===== src/rtl/hub75_scan_ctrl_if.sv =====
// HUB75 scan controller bus: pixel-source read port plus panel pins (master = controller).
// Read data lags the address by one cycle; the panel side has no backpressure.
interface hub75_scan_ctrl_if #(
    parameter int hpixel_p   = 64,
    parameter int vpixel_p   = 64,
    parameter int bpp_p      = 8,
    parameter int segments_p = 2
);
    localparam int rows_p = vpixel_p / segments_p;

    logic                                    i_enable;
    logic [$clog2(hpixel_p*vpixel_p)-1:0]    o_rd_addr;
    logic [segments_p-1:0][2:0][bpp_p-1:0]   i_rd_data;
    logic [segments_p-1:0]                   o_r;
    logic [segments_p-1:0]                   o_g;
    logic [segments_p-1:0]                   o_b;
    logic                                    o_clk;
    logic                                    o_lat;
    logic                                    o_oe_n;
    logic [$clog2(rows_p)-1:0]               o_addr;
    logic                                    o_frame_done;
    logic                                    o_busy;

    modport master (
        input  i_enable, i_rd_data,
        output o_rd_addr, o_r, o_g, o_b, o_clk, o_lat, o_oe_n, o_addr,
               o_frame_done, o_busy
    );

    modport slave (
        output i_enable, i_rd_data,
        input  o_rd_addr, o_r, o_g, o_b, o_clk, o_lat, o_oe_n, o_addr,
               o_frame_done, o_busy
    );
endinterface


===== src/rtl/hub75_scan_ctrl.sv =====
// HUB75 scan sequencer with BCM; plane = 2*hpixel_p+3+(base_oe_p<<p) cycles, registered outputs.
// No backpressure: pixel source must answer every address one cycle later.
module hub75_scan_ctrl #(
    parameter int hpixel_p   = 64,
    parameter int vpixel_p   = 64,
    parameter int bpp_p      = 8,
    parameter int segments_p = 2,
    parameter int base_oe_p  = 1
) (
    input logic               clk,
    input logic               rst_n,
    hub75_scan_ctrl_if.master bus
);
    localparam int rows_p = vpixel_p / segments_p;
    localparam int AW     = $clog2(hpixel_p * vpixel_p);
    localparam int RW     = $clog2(rows_p);
    localparam int CW     = $clog2(hpixel_p);
    localparam int PW     = (bpp_p > 1) ? $clog2(bpp_p) : 1;
    localparam int OEW    = bpp_p + $clog2(base_oe_p + 1);
    localparam int CNTW   = (OEW > CW + 1) ? OEW : CW + 1;

    typedef enum logic [2:0] {IDLE, PREFETCH, SHIFT, LATCH, DISPLAY} state_t;

    state_t             state;
    logic [RW-1:0]      row;
    logic [PW-1:0]      plane;
    logic [CNTW-1:0]    cnt;

    logic [CW-1:0]         col;
    logic [OEW-1:0]        oe_len;
    logic                  last_col;
    logic                  last_plane;
    logic                  last_row;
    logic                  oe_last;
    logic                  addr_ahead;
    logic [segments_p-1:0] pix_r;
    logic [segments_p-1:0] pix_g;
    logic [segments_p-1:0] pix_b;

    // SHIFT uses cnt[0] as the A/B phase and the upper bits as the column.
    assign col        = cnt[CW:1];
    assign oe_len     = OEW'(base_oe_p) << plane;
    assign last_col   = (col == CW'(hpixel_p - 1));
    assign last_plane = (plane == PW'(bpp_p - 1));
    assign last_row   = (row == RW'(rows_p - 1));
    assign oe_last    = (cnt == CNTW'(oe_len - OEW'(1)));
    assign addr_ahead = (int'(col) + 2 < hpixel_p);

    always_comb begin
        pix_r = '0;
        pix_g = '0;
        pix_b = '0;
        for (int s = 0; s < segments_p; s++) begin
            pix_r[s] = bus.i_rd_data[s][0][plane];
            pix_g[s] = bus.i_rd_data[s][1][plane];
            pix_b[s] = bus.i_rd_data[s][2][plane];
        end
    end

    function automatic logic [AW-1:0] pix_addr(input logic [RW-1:0] r, input logic [CW-1:0] c);
        return AW'({r, c});
    endfunction

    always_ff @(posedge clk) begin
        if (!rst_n) begin
            state            <= IDLE;
            row              <= '0;
            plane            <= '0;
            cnt              <= '0;
            bus.o_rd_addr    <= '0;
            bus.o_r          <= '0;
            bus.o_g          <= '0;
            bus.o_b          <= '0;
            bus.o_clk        <= 1'b0;
            bus.o_lat        <= 1'b0;
            bus.o_oe_n       <= 1'b1;
            bus.o_addr       <= '0;
            bus.o_frame_done <= 1'b0;
            bus.o_busy       <= 1'b0;
        end else begin
            bus.o_frame_done <= 1'b0;
            case (state)
                IDLE: begin
                    if (bus.i_enable) begin
                        state         <= PREFETCH;
                        row           <= '0;
                        plane         <= '0;
                        cnt           <= '0;
                        bus.o_rd_addr <= pix_addr('0, '0);
                        bus.o_busy    <= 1'b1;
                    end
                end
                PREFETCH: begin
                    if (cnt[0]) begin
                        state     <= SHIFT;
                        cnt       <= '0;
                        bus.o_r   <= pix_r;
                        bus.o_g   <= pix_g;
                        bus.o_b   <= pix_b;
                        bus.o_clk <= 1'b0;
                        if (hpixel_p > 1)
                            bus.o_rd_addr <= pix_addr(row, CW'(1));
                    end else begin
                        cnt <= cnt + CNTW'(1);
                    end
                end
                SHIFT: begin
                    if (!cnt[0]) begin
                        bus.o_clk <= 1'b1;
                        cnt       <= cnt + CNTW'(1);
                    end else if (last_col) begin
                        state      <= LATCH;
                        cnt        <= '0;
                        bus.o_clk  <= 1'b0;
                        bus.o_lat  <= 1'b1;
                        bus.o_addr <= row;
                    end else begin
                        // Entering cycle A of col+1: its data is on i_rd_data now, prefetch col+2.
                        cnt       <= cnt + CNTW'(1);
                        bus.o_clk <= 1'b0;
                        bus.o_r   <= pix_r;
                        bus.o_g   <= pix_g;
                        bus.o_b   <= pix_b;
                        if (addr_ahead)
                            bus.o_rd_addr <= pix_addr(row, CW'(col + CW'(2)));
                    end
                end
                LATCH: begin
                    state      <= DISPLAY;
                    cnt        <= '0;
                    bus.o_lat  <= 1'b0;
                    bus.o_oe_n <= 1'b0;
                end
                DISPLAY: begin
                    if (oe_last) begin
                        bus.o_oe_n <= 1'b1;
                        cnt        <= '0;
                        if (!last_plane) begin
                            plane         <= PW'(plane + PW'(1));
                            state         <= PREFETCH;
                            bus.o_rd_addr <= pix_addr(row, '0);
                        end else if (!last_row) begin
                            plane         <= '0;
                            row           <= RW'(row + RW'(1));
                            state         <= PREFETCH;
                            bus.o_rd_addr <= pix_addr(RW'(row + RW'(1)), '0);
                        end else begin
                            plane            <= '0;
                            row              <= '0;
                            bus.o_frame_done <= 1'b1;
                            if (bus.i_enable) begin
                                state         <= PREFETCH;
                                bus.o_rd_addr <= pix_addr('0, '0);
                            end else begin
                                state      <= IDLE;
                                bus.o_busy <= 1'b0;
                                bus.o_r    <= '0;
                                bus.o_g    <= '0;
                                bus.o_b    <= '0;
                            end
                        end
                    end else begin
                        cnt <= cnt + CNTW'(1);
                    end
                end
                default: state <= IDLE;
            endcase
        end
    end
endmodule


===== src/flat_wrapper.sv =====
// flat-port wrapper written by rule: the top's interface ports become plain ports
module hub75_scan_ctrl_flat 
#(
    parameter int hpixel_p   = 64,
    parameter int vpixel_p   = 64,
    parameter int bpp_p      = 8,
    parameter int segments_p = 2,
    parameter int base_oe_p  = 1
)
  (clk, rst_n, bus_i_enable, bus_i_rd_data, bus_o_rd_addr, bus_o_r, bus_o_g, bus_o_b, bus_o_clk, bus_o_lat, bus_o_oe_n, bus_o_addr, bus_o_frame_done, bus_o_busy);
  hub75_scan_ctrl_if #(.hpixel_p(hpixel_p), .vpixel_p(vpixel_p), .bpp_p(bpp_p), .segments_p(segments_p)) bus_i ();
  input logic clk;
  input logic rst_n;
  input wire logic [$bits(bus_i.i_enable)-1:0] bus_i_enable;
  input wire logic [$bits(bus_i.i_rd_data)-1:0] bus_i_rd_data;
  output wire logic [$bits(bus_i.o_rd_addr)-1:0] bus_o_rd_addr;
  output wire logic [$bits(bus_i.o_r)-1:0] bus_o_r;
  output wire logic [$bits(bus_i.o_g)-1:0] bus_o_g;
  output wire logic [$bits(bus_i.o_b)-1:0] bus_o_b;
  output wire logic [$bits(bus_i.o_clk)-1:0] bus_o_clk;
  output wire logic [$bits(bus_i.o_lat)-1:0] bus_o_lat;
  output wire logic [$bits(bus_i.o_oe_n)-1:0] bus_o_oe_n;
  output wire logic [$bits(bus_i.o_addr)-1:0] bus_o_addr;
  output wire logic [$bits(bus_i.o_frame_done)-1:0] bus_o_frame_done;
  output wire logic [$bits(bus_i.o_busy)-1:0] bus_o_busy;
  assign bus_i.i_enable = bus_i_enable;
  assign bus_i.i_rd_data = bus_i_rd_data;
  assign bus_o_rd_addr = bus_i.o_rd_addr;
  assign bus_o_r = bus_i.o_r;
  assign bus_o_g = bus_i.o_g;
  assign bus_o_b = bus_i.o_b;
  assign bus_o_clk = bus_i.o_clk;
  assign bus_o_lat = bus_i.o_lat;
  assign bus_o_oe_n = bus_i.o_oe_n;
  assign bus_o_addr = bus_i.o_addr;
  assign bus_o_frame_done = bus_i.o_frame_done;
  assign bus_o_busy = bus_i.o_busy;
  hub75_scan_ctrl #(.hpixel_p(hpixel_p), .vpixel_p(vpixel_p), .bpp_p(bpp_p), .segments_p(segments_p), .base_oe_p(base_oe_p)) u_core (.clk(clk), .rst_n(rst_n), .bus(bus_i));
endmodule

===== config.mk =====
export PLATFORM = sky130hd
export DESIGN_NAME = hub75_scan_ctrl_flat
export DESIGN_NICKNAME = d
export VERILOG_FILES = /design/src/rtl/hub75_scan_ctrl_if.sv /design/src/rtl/hub75_scan_ctrl.sv /design/src/flat_wrapper.sv
export SDC_FILE = /design/constraint.sdc
export NUM_CORES = 1
export LEC_CHECK = 0
export ABC_AREA = 1
export CAP_MARGIN = 15
export CORE_UTILIZATION = 56
export CTS_CLUSTER_SIZE = 12
export DETAILED_ROUTE_END_ITERATION = 10
export DONT_BUFFER_PORTS = 1
export GPL_TIMING_DRIVEN = 0
export PLACE_DENSITY = 0.72
export SETUP_SLACK_MARGIN = 0.2
export SKIP_CTS_REPAIR_TIMING = 1
export SYNTH_ARGS = -nofsm -noshare
export SYNTH_HDL_FRONTEND = slang
export SYNTH_SLANG_ARGS = --single-unit

===== constraint.sdc =====
create_clock -name clk -period 2.26 [get_ports clk]
set_input_delay 0.452 -clock clk [delete_from_list [all_inputs] [get_ports clk]]
set_output_delay 0.452 -clock clk [all_outputs]
set_load 0.1 [all_outputs]

# Yosys cells after proc, flatten, opt, wreduce, memory -nomap -nowiden
# Cells that the tools add are included.
# totals
regBits	48
out_inout_bits	28
elab_cells	137
# classes
add_sub_neg	6
order_cmp	2
eq_ne	18
n_shift	1
mux	76
n_reduce_logical	20
# op_table
operator	n
12-bit 2-to-1 mux	8
12-bit one-hot mux with 4 select lines	1
9-bit 2-to-1 mux	5
9-bit one-hot mux with 5 select lines	1
32-bit by 8-bit < comparator with 1-bit output (second input constant)	1
3-bit 2-to-1 mux	10
2-bit 2-to-1 mux	13
5-bit 2-to-1 mux	4
1-bit binary-select mux with 3-bit select	6
1-bit 2-to-1 mux	18
2-bit one-hot mux with 3 select lines	3
3-bit one-hot mux with 5 select lines	1
2-bit by 1-bit inequality test with 1-bit output (second input constant)	7
6-bit AND reduction	2
5-bit one-hot mux with 2 select lines	1
9-bit by 1-bit adder with 9-bit output (second input constant)	1
9-bit equality test	1
3-bit AND reduction	3
1-bit by 3-bit left shift with 9-bit output (first input constant)	1
9-bit by 1-bit subtractor with 9-bit output (second input constant)	1
1-bit one-hot mux with 2 select lines	4
4-bit AND reduction	2
8-bit AND reduction	1
2-bit nonzero test	4
18 further kinds	24

# Logic depth before layout (Yosys ltp)
# depth
word_depth	6
mapped_depth	18

# Worst setup path after synthesis
# Ideal clock, no wire load.
# synth_path
path_type	reg2reg
start	reg u_core.plane[0]
end	reg u_core.bus.o_rd_addr[11]
setup_time_ps	114
arrival_time_ps	2142
t_required_ps	2146
slack_ps	4
stages_incl_launch_ff	17
cell_sequence	dfxtp_1 > buf_2 > inv_1 > buf_1 > ha_1 > inv_1 > nand2_1 > nand2_1 > nand3_1 > nand2_1 > nor2_1 > nand3_1 > nand2_4 > nand3_4 > buf_6 > o21bai_1 > inv_1
# synth_between
elab_chain_len	5
# synth_rtl
element	line	source
start, declared	hub75_scan_ctrl.sv:26	logic [PW-1:0] plane;
start signal, assigned	hub75_scan_ctrl.sv:139	plane <= PW'(plane + PW'(1));
1-bit by 3-bit left shift with 9-bit output	hub75_scan_ctrl.sv:42	assign oe_len = OEW'(base_oe_p) << plane;
9-bit by 1-bit subtractor with 9-bit output	hub75_scan_ctrl.sv:46	assign oe_last = (cnt == CNTW'(oe_len - OEW'(1)));
9-bit equality test	hub75_scan_ctrl.sv:46	
2-bit by 1-bit inequality test with 1-bit output (no source line)	--	
6-bit AND reduction (no source line)	--	
end signal, assigned	hub75_scan_ctrl.sv:89	bus.o_rd_addr <= pix_addr('0, '0);
end signal, assigned	hub75_scan_ctrl.sv:102	bus.o_rd_addr <= pix_addr(row, CW'(1));
end signal, assigned	hub75_scan_ctrl.sv:125	bus.o_rd_addr <= pix_addr(row, CW'(col + CW'(2)));
end, declared	hub75_scan_ctrl_if.sv:26	output o_rd_addr, o_r, o_g, o_b, o_clk, o_lat, o_oe_n, o_addr,
# Several ways; a longest one is shown, not always the timed one. The select of a mux whose other input is x is not followed.
# A chain may end at the register's enable or synchronous reset.

# Worst setup path in the final report
# layout_path
start	reg u_core.plane[0]
end	reg u_core.bus.o_rd_addr[4]
# The elaborated chain is that of the path after synthesis.

==> metrics.txt <==
Synth async-reset ratio=0%; DP HPWL=7.59 mm; Core Area=0.00631 mm^2; DRC=0; Critical Path Fanout Max=8; Synth Register Bits=48; CTS max path bufs=2; PD cells=720 mW/mm^2; Worst Max-Slew Pin Slew=1.05 ns; Synth Flop Type=dfxtp_1; first-pass GRT wire length=15.7 mm; final worst slack=0.0107 ns; row count=29; synthesized area=0.00365 mm^2; Post-synth EDFFs=0; FMAX=445 MHz; final instance area=0.00412 mm^2; via count=4074; GRT overflow=0; non-filler instance count after layout=708; post-synthesis cell count=617; worst rel slew slack=30.0%; share of layout cells above drive strength 1=11.9%; final setup vio count=0; mean post-synth cell area=5.92 um^2; unrepaired setup endpoints after global routing=yes; crit path capture type=flop; most instantiated cells after synthesis=nand2_1, nor2_1, inv_1; crit share post-route=99.5%; Ant. Diodes=0; final hold viol count=0; Pre-antenna DRT Iters=5; switching share of total power=44.1%; register area share after synthesis=26.3%; Initial Util=57.9%; Synth Net Count=679; Worst setup SP type=flop; Routed Antenna Nets=0; synth warn=0; R2R setup slack=0.01 ns; maxcap violations=0; cell with the most instances after synthesis=nand2_1; die height=82.8 um; fin util=65.3%; Post-Route Skew=0.0152 ns; sequential power share=46.5%; initial antenna violation count=0; largest net degree at the start of global routing=15; worst vdd ir=0.482 mV; WP data arrival=2.50 ns; CTS tree=yes; Vias/cell=5.75; worst skew pair latency=0.32 ns; Post-DP Area=0.00376 mm^2; Leak Pwr=1.93 nW; fin. max-slew vios=0; Routed WL=10.9 mm; Place WS=-0.139 ns; combinational group share of total power=28.4%; number of H-tree levels=2; Die W=82.8 um; largest area contributor in the netlist=dfxtp_1; final RePlAce weighted congestion=0.919; top cells by area, synth=dfxtp_1, nand2_1, nor2_1, inv_1, o21ai_0; CTS buffer count=5; # placed instances=694; Nets=693; clock root buffer=clkbuf_8; Reg clk slew, reported paths=0.09 ns; initial drt markers=239; Clk pwr share=25.2%; kind of critical path=reg2reg; Critical Path RT=2.51 ns; Total GRT Usage=30.3%; Sink Count=48; NetSw=1.31 mW; drt wl/cell=15.4 um; Internal=1.66 mW; vias in the first global route=3375; Top-Level Pins=79; Port Buffer Count=0; Worst Hold Class=in2reg; status=completed; Distinct cells, synth=32; area delta synth->final=12.8%; Synth top area share=26.3%; die area=0.00685 mm^2; final worst path period need=2.25 ns
## layout by cell type, fill, tap and decap left out, drive strengths merged
master    synthesis  routed
o211ai           12      12
o21ai            59      59
nand3b            2       2
dfxtp            48      48
xor2              5       5
buf              19      26
o2111ai           1       1
clkinvlp          0       1
nand2           141     141
nor2             99      99
a221oi            1       1
nand3            54      54
o22ai             4       4
nand4            28      28
a21oi            17      17
o21bai            2       2
bufinv            0       2
nor3              9       9
a22oi             1       1
inv              88      87
ha               11      11
a31oi             3       3
clkbuf           13      18
## path summary, 6_finish.rpt
path	cells past startpoint	to	from
setup / recovery	16	u_core.bus.o_rd_addr[4]	u_core.plane[0]
hold / removal	5	u_core.bus.o_rd_addr[11]	bus_i_enable
setup reg to reg	16	u_core.bus.o_rd_addr[4]	u_core.plane[0]
hold reg to reg	2	u_core.row[4]	u_core.row[4]
## registers in the layout, indices dropped and copies added, names as in the netlist
name and cells:
u_core.bus.o_clk 1, u_core.row 5, u_core.cnt 9, u_core.bus.o_r 2, u_core.bus.o_rd_addr 12, u_core.plane 3
u_core.bus.o_addr 5, u_core.bus.o_g 2, u_core.bus.o_b 2, u_core.bus.o_busy 1, u_core.bus.o_frame_done 1, u_core.bus.o_oe_n 1
u_core.state 3, u_core.bus.o_lat 1
## power groups by stage
stage               combinational, mW  clock, mW  sequential [mW]
CTS                             0.670      0.751             1.38
finish                          0.842      0.747             1.38
detailed placement              0.663          0             1.40
global placement                0.653          0             1.40
global route                    0.945      0.772             1.39
floorplan                       0.527          0             1.38
## stage by stage
stage	hold WS, ns	TNS [ns]	total power [mW]
after detailed placement	0.510	-2.10	2.06
after floorplan	0.463	0	1.91
final	0.470	0	2.97
after global placement	0.488	-1.50	2.05
after global routing	0.498	-3.02	3.11
after CTS	0.475	-2.49	2.80
## metal layers
metal  up-vias  routed length [um]  track usage, %  share of wire, %
li1       2025                   -               -                 -
met2       155                4990            49.5                46
met1      1869                4900            40.0                45
met5         -                   0               0                 0
met3        25                 757            5.68               7.0
met4         0                 242            9.66               2.2
## critical path, stage by stage (launching register included)
cell	delay [ns]
dfxtp_2	0.36
buf_6	0.13
clkinvlp_4	0.15
buf_8	0.17
ha_4	0.18
nor2_4	0.11
nand2_2	0.07
nand3_2	0.07
nand2_1	0.07
nor2_2	0.16
nand3_4	0.12
nand2_8	0.12
nand3_4	0.10
buf_2	0.19
nand2_1	0.06
nand2_1	0.05
nor2_1	0.08
## cell type report
| cell class | instances | area [um^2] |
|---|---|---|
| Clock inverter | 2 | 60.1 |
| Sequential cell | 48 | 967 |
| Buffer | 32 | 198 |
| Multi-Input combinational cell | 449 | 2330 |
| Tap cell | 77 | 96.3 |
| Clock buffer | 5 | 68.8 |
| Fill cell | 606 | 2190 |
| Inverter | 88 | 334 |
| Timing Repair Buffer | 7 | 66.3 |
## kinds of logic after synthesis
logic type	share of synthesized area, %
buffers and inverters	13.4
xor gates and xnor gates	1.20
AOI/OAI and AO/OA	15.5
and+or+nand+nor	39.8
adders and majority gates	3.77
DFF	26.3
Power figures use the tool's default switching activity.
